### src/rtl/serial_line_echo.sv
// Line-oriented serial echo: buffers received bytes up to a terminator or DEPTH,
// then retransmits the line followed by a CR/LF trailer through the tx handshake.
module serial_line_echo #(
  parameter int         DEPTH    = 40,
  parameter logic [7:0] TERM     = 8'h0A,
  parameter bit         STRIP_CR = 1'b1,
  parameter int         LEN_W    = $clog2(DEPTH + 1)
) (
  input  logic             clk,
  input  logic             rst_n,
  input  logic [7:0]       rx_data,
  input  logic             new_rx_data,
  output logic [7:0]       tx_data,
  output logic             new_tx_data,
  input  logic             tx_busy,
  output logic             line_busy,
  output logic [LEN_W-1:0] line_len,
  output logic             overflow,
  output logic             rx_drop
);

  localparam int               AW      = (DEPTH > 1) ? $clog2(DEPTH) : 1;
  localparam logic [LEN_W-1:0] DEPTH_L = LEN_W'(DEPTH);
  localparam logic [7:0]       CR      = 8'h0D;
  localparam logic [7:0]       LF      = 8'h0A;

  typedef enum logic [1:0] {RECV, SEND, TAIL_CR, TAIL_LF} state_t;

  state_t           state;
  logic [7:0]       mem [DEPTH];
  logic [LEN_W-1:0] wr_cnt;
  logic [LEN_W-1:0] rd_ptr;
  logic [LEN_W-1:0] wr_next;
  logic [LEN_W-1:0] rd_next;
  logic             can_emit;
  logic             store;

  // A strobe may only follow an idle cycle, which caps the rate at one byte per two clocks.
  assign can_emit = !tx_busy && !new_tx_data;
  assign wr_next  = wr_cnt + LEN_W'(1);
  assign rd_next  = rd_ptr + LEN_W'(1);
  // The terminator check wins over CR stripping when TERM is itself 8'h0D.
  assign store    = (state == RECV) && new_rx_data && (rx_data != TERM) &&
                    !(STRIP_CR && (rx_data == CR));

  // NOTE: the line buffer has no reset; a location is always written before it is read back.
  always_ff @(posedge clk) begin
    if (store) mem[wr_cnt[AW-1:0]] <= rx_data;
  end

  always_ff @(posedge clk) begin
    if (!rst_n) begin
      state       <= RECV;
      wr_cnt      <= '0;
      rd_ptr      <= '0;
      tx_data     <= '0;
      new_tx_data <= 1'b0;
      line_busy   <= 1'b0;
      line_len    <= '0;
      overflow    <= 1'b0;
      rx_drop     <= 1'b0;
    end else begin
      // NOTE: pulse outputs default low every cycle so each event yields exactly one clock high.
      new_tx_data <= 1'b0;
      overflow    <= 1'b0;
      rx_drop     <= 1'b0;
      unique case (state)
        RECV: begin
          if (new_rx_data && (rx_data == TERM)) begin
            line_len  <= wr_cnt;
            rd_ptr    <= '0;
            line_busy <= 1'b1;
            state     <= (wr_cnt == '0) ? TAIL_CR : SEND;
          end else if (store) begin
            wr_cnt <= wr_next;
            if (wr_next == DEPTH_L) begin
              line_len  <= DEPTH_L;
              overflow  <= 1'b1;
              rd_ptr    <= '0;
              line_busy <= 1'b1;
              state     <= SEND;
            end
          end
        end
        SEND: begin
          rx_drop <= new_rx_data;
          if (can_emit) begin
            tx_data     <= mem[rd_ptr[AW-1:0]];
            new_tx_data <= 1'b1;
            rd_ptr      <= rd_next;
            if (rd_next == wr_cnt) state <= TAIL_CR;
          end
        end
        TAIL_CR: begin
          rx_drop <= new_rx_data;
          if (can_emit) begin
            tx_data     <= CR;
            new_tx_data <= 1'b1;
            state       <= TAIL_LF;
          end
        end
        TAIL_LF: begin
          rx_drop <= new_rx_data;
          if (can_emit) begin
            tx_data     <= LF;
            new_tx_data <= 1'b1;
            wr_cnt      <= '0;
            rd_ptr      <= '0;
            line_busy   <= 1'b0;
            state       <= RECV;
          end
        end
      endcase
    end
  end

endmodule

### config.mk
export PLATFORM = sky130hd
export DESIGN_NAME = serial_line_echo
export DESIGN_NICKNAME = d
export VERILOG_FILES = /design/src/rtl/serial_line_echo.sv
export SDC_FILE = /design/constraint.sdc
export NUM_CORES = 1
export LEC_CHECK = 0
export BUFFER_PORTS_ARGS = -buffer_cell sky130_fd_sc_hd__clkbuf_2
export CORE_ASPECT_RATIO = 1.4
export CORE_MARGIN = 1.5
export CORE_UTILIZATION = 55
export CTS_BUF_LIST = sky130_fd_sc_hd__clkbuf_4
export CTS_CLUSTER_DIAMETER = 100
export DETAILED_ROUTE_END_ITERATION = 6
export PLACE_DENSITY = 0.81
export SLEW_MARGIN = 20
export SYNTH_ARGS = -nofsm -noshare
export SYNTH_HDL_FRONTEND = slang
export SYNTH_SLANG_ARGS = --single-unit
### constraint.sdc
create_clock -name clk -period 2.9 [get_ports clk]
set_input_delay 0.145 -clock clk [delete_from_list [all_inputs] [get_ports clk]]
set_output_delay 0.145 -clock clk [all_outputs]
set_load 0.02 [all_outputs]
=== Yosys cells after proc, flatten, opt, wreduce, memory -nomap -nowiden ===
Memory sizes are Yosys's and may differ from the RTL's. A register that Yosys moved wholly into a read port is not among the register bits.
Cells that the tools add are included.

* Register bits: 32
* Bits in writable memories: 320
* Output and inout port bits: 18
* Bits of input ports: 12
* Memories kept: 1

* Equality and inequality tests: 16
* Reduce and logical (&&, ||, !) cells: 24
* Bitwise operators: 3
* Add/sub/neg operators: 2
* Multiplexer cells: 36

{| class="wikitable"
|+ Memory list
! memory !! words !! bits a word !! rd ports !! clocked after memory_dff !! wr ports !! line !! RTL
|-
| mem || 40 || 8 || 1 || 1 || 1 || 30 || <nowiki>logic [7:0] mem [DEPTH];</nowiki>
|}

{| class="wikitable"
|+ Operators by type and width
! kind !! count
|-
| two-way mux 6 bit || 12
|-
| two-way mux 8 bit || 3
|-
| case mux 8 bit (3 select lines) || 1
|-
| case mux 6 bit (3 select lines) || 1
|-
| equality test 8 x 4 -> 1 bit (second input constant) || 2
|-
| two-way mux 2 bit || 8
|-
| adder 6 x 1 -> 6 bit (second input constant) || 2
|-
| != test 2 bit (second input constant) || 6
|-
| case mux 6 bit (2 select lines) || 1
|-
| AND reduction 4 bit || 3
|-
| two-way mux 1 bit || 8
|-
| != test 8 x 4 -> 1 bit (second input constant) || 1
|-
| case mux 2 bit (4 select lines) || 1
|-
| equality test 6 bit || 1
|-
| equality test 6 bit (second input constant) || 1
|-
| zero test 6 bit || 1
|-
| AND reduction 6 bit || 1
|-
| nonzero test 2 bit || 3
|-
| nonzero test 3 bit || 2
|-
| logical AND 1 bit || 5
|-
| AND reduction 5 bit || 1
|-
| equality test 2 bit (second input constant) || 2
|-
| OR reduction 4 bit || 1
|-
| zero test 1 bit || 3
|-
| other kinds (9) || 11
|}

=== Logic depth before layout (Yosys ltp) ===
Gate-level depths: netlist of run 1.

* Depth after elaboration: 9
* Gate-level depth with buffers: 10

=== Worst setup path before layout of run 1 ===
OpenSTA, ideal clock, no wires.

* Path kind: flip-flop to flip-flop
* Start point: register (tool-made name)
* End point: register tx_data[3]
* Data arrival time: 2.212 ns
* Cell stages (with the launch flop): 8
* Required time: 2.781 ns
* Path buffers: 2
* Setup slack: 0.569 ns
* Path through: dfxtp_1 -> buf_2 -> buf_1 -> mux4_2 -> mux4_2 -> a211oi_1 -> a21oi_1 -> o221a_1

{| class="wikitable"
|+ RTL lines
! element !! line !! RTL
|-
| end signal: assignment || 88 || <nowiki>tx_data <= mem[rd_ptr[AW-1:0]];</nowiki>
|-
| end: declaration || 13 || <nowiki>output logic [7:0] tx_data,</nowiki>
|}

=== Worst setup path after layout of run 1 ===
* Start point: register state[0]
* End point: memory mem[37][2] (enable)

* Cells in the longest elaborated chain, start to end: 6

{| class="wikitable"
|+ Ends and longest elaborated chain
! element !! line !! RTL
|-
| start: declaration || 29 || <nowiki>state_t state;</nowiki>
|-
| start signal: assignment || 73 || <nowiki>state <= (wr_cnt == '0) ? TAIL_CR : SEND;</nowiki>
|-
| zero test 2 bit || 43 || <nowiki>assign store = (state == RECV) && new_rx_data && (rx_data != TERM) &&</nowiki>
|-
| logical AND 1 bit (3 in a row) || 43 ||
|-
| two-way mux 1 bit || 48 || <nowiki>if (store) mem[wr_cnt[AW-1:0]] <= rx_data;</nowiki>
|-
| two-way mux 1 bit (not written as such) || 48 ||
|-
| end: declaration || 30 ||
|}

No other way between the ends.

==> impl_metrics.toml, run 1 <==
[sta]
setup_tns_ns = 0
fin_skew_ns = 0.0565
rsz0062_at_grt = "false"
fmax_mhz = 372
tightest_slew_ns = 0.919
hold_viol_final = 0
min_period_ns = 2.69
drv_slew = 0
finalSetupViolCount = 0
final.period_utilization_pct = 92.7
slew_headroom_pct = 38.5

[setup_path]
r2r_end = "mem[37][2]"
max_stage_delay_ns = 0.75
critPathSlowestCell = "nor2_1"
cp_data_arrival_time_ns = 3.02
reg2reg_setup_slack_ns = 0.21
endpoint_kind = "register"
path_cells = "inv_1, ha_1, inv_1, nor3_1, nand3_1, nor2_1"
cpMostUsedCell = "inv_1"
startpoint_type = "register"
crit_buf_inv = 2
reg2reg_from = "state[0]"
rr_worst_depth = 6
crit_type = "reg -> reg"
path_delay_family = "simple AND/OR/NAND/NOR gates"
cp_max_fo = 8
required_ns = 3.23

[min_path]
holdPathStages = 2
min_to = "mem[4][5]"
hold_path_class = "in -> reg"
min_from = "rx_data[5]"

[power_and_ir_drop]
power_frac_comb_pct = 5.2
p_per_area_nw_per_um2 = 614
vdd_ir_drop_max_mv = 0.233
p_leak_nw = 5.33
swShare_pct = 22.3
p_int_mw = 7.78
seq_power_share_pct = 57.1
p_switching_mw = 2.24
p_clk_share_pct = 37.7

[cts]
cts_setup_buffers = 0
cts_resized = 0
clock_latency_ns = 0.73
cts-root-buf = "clkbuf_4"
htree_levels = 3
numCtsBuffers = 79
cts_tree = "yes"
cts.sinks = 358
cts_buffer_depth = 3
cts_hold_buf = 10
clk_pin_slew_ns = 0.07

[run_status]
outcome = "complete, but fails checks"
violations = "design-rule violations"

[logic_synthesis]
async_flop_share_pct = 0
yosys_warnings = 0
yosysUniqueCellTypes = 58
synth.most_common_cell = "edfxtp_1"
syn_area_um2 = 14400
synthCells = 759
synth_area_leader_cell = "edfxtp_1"
yosys-top-cells-area = "edfxtp_1 67%, mux4_2 15%, dfxtp_1 5.3%, nor2_1 1.5%, mux2i_1 1.1%"
ys_seq_area_share_pct = 72.1
synth_edf_count = 320
syn_nets = 779
ys.flop_type = "edfxtp_1"
synth_commonest_cells = "320 x edfxtp_1, 96 x mux4_2, 59 x nor2_1"
syn_area_per_cell_um2 = 18.9
ys_ff_latch = 358
synth_top_area_share_pct = 66.9

[die]
die_x_um = 140
start_util_pct = 56.2
coreArea_um2 = 25600
core.rowCount = 69
die-area_um2 = 27100
boundaryPins = 30
die_h_um = 194

[drt]
ant_nets = 0
via_per_inst = 6.04
drc = 8
routedWlPerCell_um = 24.2
firstDrtPassIters = 7
vias = 7725
drt-total-wl_um = 30900
drt-initial-drc-count = 644

[placement]
dp.cells = 1122
port_buffers = 29
globalplace.congestion = 0.849
place_hpwl_um = 20700

[global_route]
grt_overflow = 0
antenna_found_initial = 1
grtUsageTotal_pct = 23.6
grt_pass1_vias = 8056
grt_pass1_wl_um = 46400
grt_max_degree = 42

[cells_and_area]
final_nets = 914
instances_no_fill = 1278
drive_gt1_share_pct = 33.5
synthToLayoutAreaGrowth_pct = 13.6

[job]
max_cap_violations = 0
placed cells by master, fill, tap and decap left out, types with 4 or more instances in the layout:
| cell type | instances |
|---|---|
| a21boi_1 | 7 |
| a21oi_1 | 11 |
| a32o_1 | 4 |
| buf_12 | 5 |
| buf_4 | 53 |
| clkbuf_2 | 29 |
| clkbuf_4 | 113 |
| clkinv_1 | 19 |
| clkinv_2 | 5 |
| dfxtp_1 | 35 |
| dlygate4sd3_1 | 10 |
| edfxtp_1 | 320 |
| ha_1 | 8 |
| inv_1 | 11 |
| inv_2 | 5 |
| mux2_2 | 5 |
| mux2i_1 | 16 |
| mux4_2 | 96 |
| nand2_1 | 28 |
| nand3_1 | 13 |
| nor2_1 | 59 |
| nor2b_1 | 9 |
| nor3_1 | 6 |
| nor3b_1 | 6 |
| o21a_1 | 5 |
| o21ai_1 | 8 |
| o22ai_1 | 6 |
| xnor2_1 | 4 |
| xor2_1 | 4 |
state kept, by name, summed over array words and instances, names as in the netlist, named ones only:
register and cells:
line_busy 1, wr_cnt 6, state 2, tx_data 8, rx_drop 1, new_tx_data 1, mem 320, rd_ptr 6
overflow 1, line_len 6
worst reg2reg max path, cell delays in order, from the launching register on:
cell and delay [ns]:
dfxtp_1 0.35, inv_1 0.14, ha_1 0.19, inv_1 0.06
nor3_1 0.47, nand3_1 0.34, nor2_1 0.75
stage by stage:
stage	area, µm²	power, mW	util [%]	setup WS [ns]	hold slack, ns
2_1_floorplan	14400	6.10	-	0.569	0.244
6_report	16300	10.0	63.9	0.211	0.0435
5_1_grt	16300	10.4	63.9	0.0443	0.0249
4_1_cts	16300	10.1	63.9	0.213	0.00507
3_3_place_gp	15200	6.33	59.5	0.169	0.437
3_5_place_dp	15200	6.34	59.5	0.119	0.465
metal layers:
layer  wire length (µm)  global-route usage, %  vias to the layer above
met5                  0                      0                        -
met2              17000                   42.3                      335
met3               1870                   4.40                       75
met1              10800                   26.4                     3914
met4               1240                   13.0                        0
li1                   -                      -                     3401
power by group through the flow:
stage	Sequential (mW)	Combinational [mW]	Clock [mW]
after detailed placement	5.83	0.510	0
after global placement	5.83	0.498	0
after CTS	5.72	0.521	3.84
after floorplan	5.83	0.269	0
final	5.72	0.524	3.78
after global routing	5.72	0.565	4.07
layout make-up:
cell class                      instances  area [µm²]
Antenna cell                            2        5.00
Clock buffer                          113         848
Clock inverter                         31         154
Fill cell                            1716        9230
Inverter                               11        41.3
Multi-Input combinational cell        347        3750
Sequential cell                       358       10400
Tap cell                              319         399
Timing Repair Buffer                   97         743
how the worst max path moves through the flow:
| stage | from | endpoint | slack [ns] | depth (start not counted) |
|---|---|---|---|---|
| after CTS | state[0] | mem[37][2] | 0.21 | 6 |
| final | state[0] | mem[37][2] | 0.21 | 6 |
| after floorplan | register | tx_data[3] | 0.57 | 7 |
| after detailed placement | rx_data[4] | mem[5][7] | 0.12 | 8 |
| after global placement | rx_data[1] | mem[36][7] | 0.17 | 7 |
| after global routing | state[1] | mem[37][2] | 0.04 | 6 |
kinds of logic after synthesis:
| group | after synthesis | share of synthesized area (%) |
|---|---|---|
| XOR/XNOR | 8 | 0.487 |
| buffers and inverters | 54 | 1.75 |
| multiplexers | 117 | 16.5 |
| AO/OA/AOI/OAI | 68 | 3.34 |
| AND/OR/NAND/NOR | 146 | 5.03 |
| flip-flops | 358 | 72.1 |
| adder cells (fa/ha/maj) | 8 | 0.696 |
No activity file was read; power rests on OpenSTA's default activity.
==> run 2, diff against run 1 <==
- PLACE_DENSITY: 0.81 -> 0.75
- clock period: 2.9 -> 2.49 ns (I/O delays scaled with it)
==> impl_metrics.toml, run 2 (synthesized netlist as in run 1, its figures left out) <==
[run_status]
outcome = "complete, but fails checks"
violations = "design-rule violations"

[power_and_ir_drop]
p_clk_share_pct = 38.3
total_power_mw = 11.8
p_per_area_nw_per_um2 = 725
p_leak_nw = 5.24
seq_power_share_pct = 56.4
power_frac_comb_pct = 5.3
vdd_ir_drop_max_mv = 0.285
p_int_mw = 9.16
swShare_pct = 22.4
p_switching_mw = 2.65

[job]
max_cap_violations = 0

[min_path]
hold_path_class = "in -> reg"

[die]
die-area_um2 = 27100
start_util_pct = 56.2
die_h_um = 194
coreArea_um2 = 25600
core.rowCount = 69
boundaryPins = 30
die_x_um = 140

[cells_and_area]
seqCellArea_um2 = 10400
final_common_cell = "edfxtp_1"
drive_gt1_share_pct = 34.0
final_util_pct = 63.8
synthToLayoutAreaGrowth_pct = 13.4
final_nets = 902
largest_reg_flops = 320
final_cell_mix = "320 x edfxtp_1, 107 x clkbuf_4, 96 x mux4_2, 46 x nor2_1, 43 x buf_4"
fillCellCount = 1745
multi_input_area_um2 = 3800

[sta]
final.period_utilization_pct = 99.3
drv_slew = 0
slew_headroom_pct = 39.5
fmax_mhz = 405
fin_ws_ns = 0.0179
hold_slack_ns = 0.116
rsz0062_at_grt = "false"
tightest_slew_ns = 0.904
finalSetupViolCount = 0
fin_skew_ns = 0.0474
min_period_ns = 2.47
setup_tns_ns = 0
hold_viol_final = 0

[global_route]
grt_overflow = 0
antenna_found_initial = 1
grt_pass1_wl_um = 48500
grt_max_degree = 44
grt_pass1_vias = 8152
grtUsageTotal_pct = 24.6

[placement]
globalplace.congestion = 0.890
place_hpwl_um = 21300
port_buffers = 29
pre_cts_ws_ns = -0.249

[cts]
clock_latency_ns = 0.73
cts_tree = "yes"
cts-root-buf = "clkbuf_4"
numCtsBuffers = 77
htree_levels = 3
cts_buffer_depth = 3
cts.sinks = 358
clk_pin_slew_ns = 0.08

[setup_path]
required_ns = 2.83
critPathSlowestCell = "nor2_1"
cp_max_fo = 8
crit_type = "in -> reg"
cpMostUsedCell = "nor2_1"
cp_data_arrival_time_ns = 2.81
endpoint_kind = "register"
startpoint_type = "primary input"
path_delay_family = "simple AND/OR/NAND/NOR gates"
crit_buf_inv = 3
max_stage_delay_ns = 0.73
path_cells = "dlygate4sd3_1, clkbuf_2, nor4_2, buf_4, o211ai_1, nand2_1, nor2_1, nand3_1, nor2_1"

[drt]
drt-total-wl_um = 32300
ant_nets = 0
vias = 7814
via_per_inst = 6.22
drc = 7
routedWlPerCell_um = 25.7
firstDrtPassIters = 7
drt-initial-drc-count = 765
run 2: worst reg2reg max path, stage by stage (launching register included):
cell	delay, ns
dfxtp_1	0.33
inv_1	0.07
ha_1	0.19
inv_1	0.07
nor2_1	0.25
nand3_1	0.40
nor2_1	0.73
run 2: final timing paths:
kind | startpoint | endpoint | slack [ns] | cells past startpoint
max | rx_data[4] | mem[38][6] | 0.02 | 9
max reg2reg | state[0] | mem[38][6] | 0.06 | 6
min reg2reg | tx_data[4] | tx_data[4] | 0.46 | 2
min | rst_n | tx_data[1] | 0.12 | 3
run 2: stage by stage:
stage | cells | instance area, µm²
floorplan | 759 | 14400
global placement | 1109 | 15100
detailed placement | 1109 | 15100
CTS | 1256 | 16200
global route | 1257 | 16300
finish | 1257 | 16300
run 2: power groups by stage:
stage / registers, mW / logic [mW] / clock network [mW]
final: 6.66 / 0.630 / 4.52
after global placement: 6.78 / 0.593 / 0
after global routing: 6.66 / 0.675 / 4.92
after detailed placement: 6.79 / 0.611 / 0
after CTS: 6.65 / 0.625 / 4.61
after floorplan: 6.79 / 0.313 / 0
run 2: repair_timing:
item                                   4_1_cts  5_1_grt
hold buffers                                10        0
gates cloned                                 0        0
buffers inserted                             3        0
setup endpoints to repair                    3      122
gates resized for setup                      0       16
endpoints found under the hold margin      287        0
run 2: metal layers:
layer / share of wire [%] / up-vias / wire (µm) / GRT usage (%)
li1: - / 3363 / - / -
met1: 35 / 3986 / 11400 / 27.9
met2: 53 / 378 / 17300 / 43.0
met3: 6.7 / 87 / 2160 / 6.15
met4: 4.5 / 0 / 1440 / 13.0
met5: 0 / - / 0 / 0
run 2: cell type report:
| class | instances | area share, % |
|---|---|---|
| clock inverters | 27 | 1.25 |
| well taps | 319 | 2.45 |
| inverters | 11 | 0.253 |
| diodes | 1 | 0.0154 |
| clock buffers | 107 | 4.93 |
| repair buffers | 87 | 4.10 |
| flip-flops and latches | 358 | 63.7 |
| multi-input cells | 347 | 23.3 |
